<file path="src/rtl/seg7_pkg.sv">
// Shared types and helpers for the scanned 7-segment display.
// Segment order is {a,b,c,d,e,f,g}, active-low.
package seg7_pkg;

    localparam logic [6:0] SEG_BLANK   = 7'b1111111;
    localparam logic [3:0] DIGIT_BLANK = 4'hF;

    typedef enum logic [1:0] {
        IDLE,
        CONV,
        COMMIT
    } state_t;

    function automatic logic [6:0] seg7_encode(input logic [3:0] d);
        logic [6:0] s;
        case (d)
            4'd0:    s = 7'b0000001;
            4'd1:    s = 7'b1001111;
            4'd2:    s = 7'b0010010;
            4'd3:    s = 7'b0000110;
            4'd4:    s = 7'b1001100;
            4'd5:    s = 7'b0100100;
            4'd6:    s = 7'b0100000;
            4'd7:    s = 7'b0001111;
            4'd8:    s = 7'b0000000;
            4'd9:    s = 7'b0000100;
            default: s = SEG_BLANK;
        endcase
        return s;
    endfunction

endpackage

</file>
<file path="src/rtl/seg7_bcd_conv.sv">
// Sequential double-dabble binary-to-BCD converter.
// One capture cycle, W shift cycles, one commit cycle, then a done pulse.
module seg7_bcd_conv
    import seg7_pkg::*;
#(
    parameter int W      = 5,
    parameter int DIGITS = 2
) (
    input  logic                clk,
    input  logic                rst_n,
    input  logic                start,
    input  logic [W-1:0]        bin,
    output logic                busy,
    output logic                done,
    output logic [4*DIGITS-1:0] bcd
);

    localparam int BW = 4 * DIGITS;
    localparam int CW = $clog2(W + 1);

    state_t        state_q, state_d;
    logic [W-1:0]  bin_q, bin_d;
    logic [BW-1:0] bcd_q, bcd_d;
    logic [BW-1:0] adj;
    logic [CW-1:0] cnt_q, cnt_d;
    logic          done_q, done_d;

    always_ff @(posedge clk) begin
        if (!rst_n) begin
            state_q <= IDLE;
            bin_q   <= '0;
            bcd_q   <= '0;
            cnt_q   <= '0;
            done_q  <= 1'b0;
        end else begin
            state_q <= state_d;
            bin_q   <= bin_d;
            bcd_q   <= bcd_d;
            cnt_q   <= cnt_d;
            done_q  <= done_d;
        end
    end

    always_comb begin
        state_d = state_q;
        bin_d   = bin_q;
        bcd_d   = bcd_q;
        cnt_d   = cnt_q;
        done_d  = 1'b0;
        adj     = bcd_q;
        for (int i = 0; i < DIGITS; i++) begin
            if (bcd_q[4*i +: 4] >= 4'd5)
                adj[4*i +: 4] = bcd_q[4*i +: 4] + 4'd3;
        end
        unique case (state_q)
            IDLE: begin
                if (start) begin
                    bin_d   = bin;
                    bcd_d   = '0;
                    cnt_d   = '0;
                    state_d = CONV;
                end
            end
            CONV: begin
                {bcd_d, bin_d} = {adj, bin_q} << 1;
                cnt_d = cnt_q + CW'(1);
                if (cnt_q == CW'(W - 1))
                    state_d = COMMIT;
            end
            COMMIT: begin
                done_d  = 1'b1;
                state_d = IDLE;
            end
            default: state_d = IDLE;
        endcase
    end

    assign busy = (state_q != IDLE);
    assign done = done_q;
    assign bcd  = bcd_q;

endmodule

</file>
<file path="src/rtl/seg7_scan_disp.sv">
// Load-strobed binary value -> BCD -> time-multiplexed active-low 7-seg digits.
// Optional SEG_BLINK_EN adds blink_i and BLINK_DIV (frames per blink phase).
module seg7_scan_disp
    import seg7_pkg::*;
#(
    parameter int W           = 5,
    parameter int DIGITS      = 2,
    parameter int MIN_VAL     = 1,
    parameter int MAX_VAL     = 12,
    parameter int REFRESH_DIV = 50000,
    parameter int ZERO_PAD    = 1
`ifdef SEG_BLINK_EN
    ,
    parameter int BLINK_DIV   = 16
`endif
) (
    input  logic              clk,
    input  logic              rst_n,
    input  logic [W-1:0]      value_i,
    input  logic              load_i,
`ifdef SEG_BLINK_EN
    input  logic              blink_i,
`endif
    output logic              busy_o,
    output logic              done_o,
    output logic [6:0]        seg_o,
    output logic [DIGITS-1:0] an_o
);

    localparam int BW = 4 * DIGITS;
    localparam int PW = $clog2(REFRESH_DIV);
    localparam int IW = (DIGITS > 1) ? $clog2(DIGITS) : 1;

    if (DIGITS < 1 || DIGITS > 8) begin : g_bad_digits
        $fatal(1, "seg7_scan_disp: DIGITS must be 1..8");
    end
    if (MAX_VAL >= 10**DIGITS || MAX_VAL >= 2**W) begin : g_bad_max
        $fatal(1, "seg7_scan_disp: MAX_VAL does not fit W/DIGITS");
    end
    if (REFRESH_DIV < 2) begin : g_bad_div
        $fatal(1, "seg7_scan_disp: REFRESH_DIV must be >= 2");
    end

    logic          start;
    logic          conv_busy;
    logic          conv_done;
    logic [BW-1:0] conv_bcd;
    logic          in_range_q;
    logic [BW-1:0] disp_q;
    logic [BW-1:0] disp_new;
    logic          lead;
    logic [PW-1:0] pre_q;
    logic [IW-1:0] idx_q;
    logic          tick;
    logic [DIGITS-1:0] an_d;
    logic          seg_on;

    assign start = load_i & ~conv_busy;

    seg7_bcd_conv #(
        .W      (W),
        .DIGITS (DIGITS)
    ) u_conv (
        .clk   (clk),
        .rst_n (rst_n),
        .start (start),
        .bin   (value_i),
        .busy  (conv_busy),
        .done  (conv_done),
        .bcd   (conv_bcd)
    );

    // Leading-zero suppression walks down from the top digit; digit 0 always shows.
    always_comb begin
        disp_new = conv_bcd;
        lead     = 1'b1;
        for (int i = DIGITS - 1; i > 0; i--) begin
            lead = lead && (conv_bcd[4*i +: 4] == 4'd0);
            if (lead && ZERO_PAD == 0)
                disp_new[4*i +: 4] = DIGIT_BLANK;
        end
        if (!in_range_q)
            disp_new = {DIGITS{DIGIT_BLANK}};
    end

    always_ff @(posedge clk) begin
        if (!rst_n) begin
            in_range_q <= 1'b0;
            disp_q     <= {DIGITS{DIGIT_BLANK}};
            done_o     <= 1'b0;
        end else begin
            if (start)
                in_range_q <= (value_i >= W'(MIN_VAL)) &&
                              (value_i <= W'(MAX_VAL));
            if (conv_done)
                disp_q <= disp_new;
            done_o <= conv_done;
        end
    end

    assign tick   = (pre_q == PW'(REFRESH_DIV - 1));
    assign busy_o = conv_busy;

    always_comb begin
        an_d = '1;
        for (int i = 0; i < DIGITS; i++)
            an_d[i] = (idx_q != IW'(i));
    end

`ifdef SEG_BLINK_EN
    localparam int FW = $clog2(BLINK_DIV + 1);

    logic [FW-1:0] frame_q;
    logic          phase_q;
    logic          frame_end;

    assign frame_end = tick && (idx_q == IW'(DIGITS - 1));

    always_ff @(posedge clk) begin
        if (!rst_n) begin
            frame_q <= '0;
            phase_q <= 1'b1;
        end else if (!blink_i) begin
            frame_q <= '0;
            phase_q <= 1'b1;
        end else if (frame_end) begin
            if (frame_q == FW'(BLINK_DIV - 1)) begin
                frame_q <= '0;
                phase_q <= ~phase_q;
            end else begin
                frame_q <= frame_q + FW'(1);
            end
        end
    end

    assign seg_on = phase_q;
`else
    assign seg_on = 1'b1;
`endif

    // Outputs latch the current slot, then the index moves on for the next one.
    always_ff @(posedge clk) begin
        if (!rst_n) begin
            pre_q <= '0;
            idx_q <= '0;
            an_o  <= '1;
            seg_o <= SEG_BLANK;
        end else if (tick) begin
            pre_q <= '0;
            an_o  <= an_d;
            seg_o <= seg_on ? seg7_encode(disp_q[4*idx_q +: 4]) : SEG_BLANK;
            idx_q <= (idx_q == IW'(DIGITS - 1)) ? '0 : idx_q + IW'(1);
        end else begin
            pre_q <= pre_q + PW'(1);
        end
    end

endmodule

</file>
<file path="config.mk">
export PLATFORM = sky130hd
export DESIGN_NAME = seg7_scan_disp
export DESIGN_NICKNAME = d
export VERILOG_FILES = /design/src/rtl/seg7_pkg.sv /design/src/rtl/seg7_bcd_conv.sv /design/src/rtl/seg7_scan_disp.sv
export SDC_FILE = /design/constraint.sdc
export NUM_CORES = 1
export LEC_CHECK = 0
export BUFFER_PORTS_ARGS = -buffer_cell sky130_fd_sc_hd__buf_2
export CORE_AREA = 10 10 96 98
export CTS_CLUSTER_SIZE = 30
export DETAILED_ROUTE_END_ITERATION = 8
export DIE_AREA = 0 0 106 108
export GPL_TIMING_DRIVEN = 0
export PLACE_DENSITY_LB_ADDON = 0.12
export SLEW_MARGIN = 20
export SYNTH_ARGS = -nofsm -noshare
export SYNTH_HDL_FRONTEND = slang
export SYNTH_SLANG_ARGS = --single-unit
</file>
<file path="constraint.sdc">
create_clock -name clk -period 1.6 [get_ports clk]
set_input_delay 0.08 -clock clk [delete_from_list [all_inputs] [get_ports clk]]
set_output_delay 0.08 -clock clk [all_outputs]
set_load 0.03 [all_outputs]
</file>
# After elaboration in Yosys (flattened, before gate mapping)
# Memory sizes are Yosys's and may differ from the RTL's. A register that Yosys moved wholly into a read port is not among the register bits.
# Cells that the tools add are included.
[word_totals]
regBits = 48
latch_bits = 0
ram_bits = 0
rom_bits = 112
output_inout_bits = 11
wordCells = 54
mem_count = 1
[memory_table]
columns = ["memory", "words", "word_bits", "rd", "rd_clocked_by_memory_dff", "write_ports", "line_no", "text"]
rows = [
  ["(name not given)", 16, 7, 1, 1, 0, "seg7_pkg.sv:16", "case (d)"],
]
[classes]
add_sub_neg = 5
multipliers = 0
n_div = 0
n_lt_le_gt_ge = 4
eq_ne = 6
shifts = 1
mux = 14
bitwise = 4
n_reduce_logical = 8
[op_table]
columns = ["op", "n"]
rows = [
  ["adder 16 x 1 -> 16 bit (second input constant)", 1],
  ["== test 16 bit (second input constant)", 1],
  ["2-to-1 mux 8 bit", 2],
  ["one-hot mux 8 bit (2 select lines)", 1],
  ["one-hot mux 5 bit (2 select lines)", 1],
  [">= comparator 4 x 3 -> 1 bit (second input constant)", 2],
  ["indexed part select 8 x 4 -> 4 bit", 1],
  ["2-to-1 mux 3 bit", 2],
  ["one-hot mux 3 bit (2 select lines)", 1],
  [">= comparator 5 x 1 -> 1 bit (second input constant)", 1],
  ["less-or-equal comparator 5 x 4 -> 1 bit (second input constant)", 1],
  ["2-to-1 mux 5 bit", 1],
  ["adder 4 x 2 -> 4 bit (second input constant)", 1],
  ["2-to-1 mux 2 bit", 2],
  ["2-to-1 mux 4 bit", 1],
  ["one-hot mux 2 bit (2 select lines)", 1],
  ["AND reduction 2 bit", 2],
  ["nonzero test 2 bit", 2],
  ["adder 3 x 1 -> 3 bit (second input constant)", 1],
  ["adder 3 x 2 -> 3 bit (second input constant)", 1],
  ["== test 3 bit (second input constant)", 1],
  ["inverter 1 bit", 3],
  ["== test 2 x 1 -> 1 bit (second input constant)", 1],
  ["== test 2 bit (second input constant)", 1],
  ["9 further kinds", 10],
]

# Logic depth before layout (Yosys ltp)
[logic_depth]
word_depth = 5
depth_mapped = 8
depth_no_buf = 7

# Modules after synthesis
# Synthesis repeated with hierarchy kept, for this count alone.
[hier_totals]
hier_cells = 290
hier_area_um2 = 2613.8
[modules_own_cells]
columns = ["module", "instances", "cells_per_inst", "area_each_um2"]
rows = [
  ["seg7_scan_disp", 1, 186, 1659.1],
  ["seg7_bcd_conv", 1, 104, 954.7],
]

# Worst setup path before layout
# OpenSTA, ideal clock, no wires.
[synth_path]
kind = "register to register"
start = "register idx_q"
end = "register seg_o[0]"
setup_time_ps = 136
arrival_ps = 1589
required_ps = 1464
slack_ps = -126
stages_incl_launch_ff = 9
n_path_buf = 1
synth_period_minus_slack_ps = 1726
cell_sequence = "dfxtp_1 > buf_2 > mux2i_1 > inv_1 > ha_1 > nand2_1 > o21ai_0 > o211ai_1 > a32oi_1"
[synth_via]
elab_chain_cells = 1
[synth_lines]
columns = ["item", "line_no", "text"]
rows = [
  ["from (decl)", "seg7_scan_disp.sv:53", "logic [IW-1:0] idx_q;"],
  ["from (signal assigned)", "seg7_scan_disp.sv:152", "idx_q <= (idx_q == IW'(DIGITS - 1)) ? '0 : idx_q + IW'(1);"],
  ["indexed part select 8 x 4 -> 4 bit", "seg7_scan_disp.sv:151", "seg_o <= seg_on ? seg7_encode(disp_q[4*idx_q +: 4]) : SEG_BLANK;"],
  ["to (decl)", "seg7_scan_disp.sv:26", "output logic [6:0] seg_o,"],
]
# No other way between the ends.
# A chain may end at the register's enable or synchronous reset.

# Worst setup path after layout
# Ends and elaborated chain as after synthesis.

==> key figures <==
Floorplan
  • Starting Density: 34.8%
  • Standard-cell rows: 32
  • Number of top-level pins: 19
  • Vertical extent of the die: 108 µm
  • Chip Width: about 110 µm
  • Core area: 7450 µm²
  • Floorplan die area: 11400 µm²

STA
  • Maximum clock rate: 641 MHz
  • Max transition margin: a little under two thirds
  • Worst-case clock skew: 7.41 ps
  • Number of hold violations in the final report: 0
  • Final Setup Violations: 0
  • Slew Limit Fails: 0
  • Tightest Pin Transition: around 550 ps
  • Final Critical Period: 1560 ps
  • Final worst path period share: 97.4%

Clocking
  • Buffer type at the clock tree root: clkbuf_8
  • Clock tree buffer depth: 2
  • CTS H-tree lvls: 2
  • CTS tree: yes
  • Number of clock buffers inserted by TritonCTS: 5
  • Clock-pin slew reported for the worst setup and hold paths after clock tree synthesis: 100 ps
  • TritonCTS sink count: 55
  • Clock insertion delay at the later pin of the skew report: 310 ps

Placed design
  • Number of placed cells counting well taps: 416
  • DP HPWL: 4070 µm
  • GPL Wtd Cong: 0.745
  • Placement Cell Area: 2830 µm²
  • Number of input and output port buffers inserted: 17

Power
  • Proportion of total power due to net switching: 22.8%
  • Leakage power: 1.20 nW
  • Internal cell power: approximately 0.0020 W
  • Fraction of power consumed by sequential logic: 55.8%
  • Clock share of power: a little under two fifths
  • Combinational Power Share: 6.3%
  • Power density of the placed cells: 805 nW/µm²
  • Net switching component of the power: about 0.00058 W
  • Worst voltage drop across the vdd grid: 0.534 mV

Final layout
  • Non-Filler Cell Area, Final: 3150 µm²
  • Filler cells: 783
  • Fraction of layout instances using a drive strength above 1: 21.6%
  • Number of inserted diodes: 0
  • Number of nets in the layout: 354
  • Commonest cells after routing, fill and taps aside: dfxtp_1 (51), nand2_1 (32), nor2_1 (30)
  • Final Non-Filler Cells: 436
  • Most frequent standard cell in the layout excluding fill and tap cells: dfxtp_1
  • Area growth, synth to finish: 21.3%

Global route
  • First-pass GRT wire length: 9540 µm
  • All-layer global routing usage: 10.1%
  • Number of antenna violations at the first check in global routing: 0
  • Total grt overflow: 0
  • Largest net degree at the start of global routing: 17
  • Number of global-route vias before repair: 2022

Setup path
  • Cell with the biggest individual delay on the critical path: dfxtp_4
  • Kind of end point of the critical path: flop
  • Crit Reg-Reg Startpoint: idx_q
  • Worst path cell trace: buf_8, mux2i_4, inv_2, ha_4, nand2_1, o21ai_0, o211ai_1, a32oi_1
  • Cell type group with the largest total delay on the critical path: flip-flops
  • Number of buffers and inverters on the critical path: 2
  • Critical Path Max Stage Delay: around 400 ps
  • CP Data Arrival Time: 1730 ps
  • Crit path required time: 1770 ps
  • Maximum fanout along the worst path: 4
  • Worst R2R Setup Slack: around 40 ps
  • Logic depth of the worst register-to-register path: 8
  • End of the worst register-to-register path: seg_o[0]
  • Kind of launch point of the worst setup path: flop
  • Type of the worst setup path: flop to flop

Min path
  • Endpoint of the worst hold-timing path: u_conv.bin_q[0]
  • Hold Path Class: input port to flop
  • Worst Hold Launch: value_i[0]
  • Cell depth of the worst min-delay path: 3

Synthesis
  • Unique cell type count in the Yosys netlist: 42
  • Number of enable-type register cells in the synthesized netlist: 0
  • Number of warnings printed during yosys synthesis: 0
  • Most instantiated flip-flop cell in the synthesis netlist: dfxtp_1
  • Syn Inst Count: 297
  • Count of state elements after synthesis: 55
  • Syn avg cell area: 8.74 µm²
  • Async S/R FF share, synth: 0%
  • Share of synthesized area occupied by flip-flops and latches: 42.4%
  • Cell area after synthesis: about 2600 µm²
  • Synthesized net count: 318

Routing
  • Aggregate routed wire length: 5970 µm
  • First-pass iteration count of the detailed router: 4
  • # DRC: 0
  • Average routed wire per standard cell: 13.7 µm
  • Iteration-0 DRC Markers: 60
  • Remaining number of nets flagged by the antenna check after routing: 0
  • Vias after detailed routing: roughly 2100
  • Via-to-Cell Ratio: 4.82

Outcome
  • Outcome: finished clean

Flow run
  • Max-cap viol count: 0
==> worst max-delay path by stage <==
stage              from       end  slack, ps  cells after the start
4_1_cts        pre_q[1]     idx_q          1                      7
3_5_place_dp   pre_q[0]  seg_o[1]       -120                      6
3_3_place_gp   pre_q[0]  seg_o[1]       -150                      6
2_1_floorplan     idx_q  seg_o[0]         70                      8
6_report          idx_q  seg_o[0]         40                      8
5_1_grt           idx_q  seg_o[0]        -50                      8
==> cells in the mapped netlist (all sizes together) (3+ instances only) <==
cell type  number  share of area, %
buf             9               2.2
mux2i           7               2.8
inv            14               2.0
xor2            7               2.4
xnor2          11               3.7
a311oi          3               1.0
nor4            4              0.96
o21ai          14               2.7
clkbuf          5              0.72
dfxtp          55                42
a32oi           4               1.3
and2            3              0.72
nor3           10               2.1
nand3          11               2.1
nand2b          3              0.72
nor2           30               4.3
nand4          10               3.0
ha             13               6.3
o22ai           8               1.9
nor2b           5               1.2
nand2          33               4.9
o211ai          6               1.7
a21oi          14               2.7
==> state kept, by name, indices dropped and copies added (netlist names) <==
name            cells
pre_q              16
disp_q              8
u_conv.bcd          8
seg_o               7
u_conv.bin_q        5
u_conv.cnt_q        3
an_o                2
u_conv.state_q      2
done_o              1
idx_q               1
in_range_q          1
u_conv.done         1
==> power by group through the flow <==
stage               clock network [W]  registers [W]  logic (W)
floorplan                           0        0.00144   0.000107
global placement                    0        0.00145   0.000155
detailed placement                  0        0.00144   0.000155
CTS                           0.00101        0.00141   0.000160
global route                  0.00106        0.00142   0.000179
finish                       0.000960        0.00141   0.000158
==> layout make-up <==
class                           count  area, µm²  share of cell area (%)
Clock inverter                      2       35.0                    1.11
Tap cell                          102        128                    4.06
Sequential cell                    55       1110                    35.2
Multi-Input combinational cell    214       1480                    47.0
Clock buffer                        6       82.6                    2.62
Inverter                           15       56.3                    1.79
Timing Repair Buffer               28        173                    5.49
Buffer                             14       85.1                    2.70
==> worst reg2reg max path, cell delays in order (launching register included) <==
cell and delay, ps:
dfxtp_4 400, buf_8 120, mux2i_4 240, inv_2 90, ha_4 170, nand2_1 60
o21ai_0 90, o211ai_1 180, a32oi_1 70
==> repair_timing <==
action,CTS,global route
pin swaps,3,7
gates resized for setup,8,18
hold buffers,0,0
cloned,0,2
setup endpoints to repair,19,22
setup buffers,5,5
==> cells by family after synthesis <==
logic type / share of synthesized area (%)
AO/OA/AOI/OAI: 12.7
XOR/XNOR: 6.08
adder cells (fa/ha/maj): 6.27
buffers and inverters: 5.06
flip-flops: 42.4
multiplexers: 3.71
AND/OR/NAND/NOR: 23.7
==> routing by layer <==
metal  up-vias  part of all wire (%)  wire, µm  global-route usage, %
met2        19                    47      2830                   16.7
met4         0                  0.54        32                   3.09
met1       974                    49      2940                   12.2
li1       1106                     -         -                      -
met3         2                   2.7       159                   3.21
met5         -                     0         0                      0
==> metrics by stage <==
step	setup WS, ps	setup TNS, ps	hold slack [ps]	total power [W]	utilization, %
6_report	40.8	0	40.8	0.00253	42.3
3_5_place_dp	-122	-1380	370	0.00160	38.0
5_1_grt	-53.5	-77.0	32.2	0.00265	42.3
3_3_place_gp	-150	-1680	361	0.00160	38.0
2_1_floorplan	67.3	0	216	0.00155	-
4_1_cts	1.40	0	29.7	0.00258	40.6
Note: power is estimated with default switching activity, not from simulation.
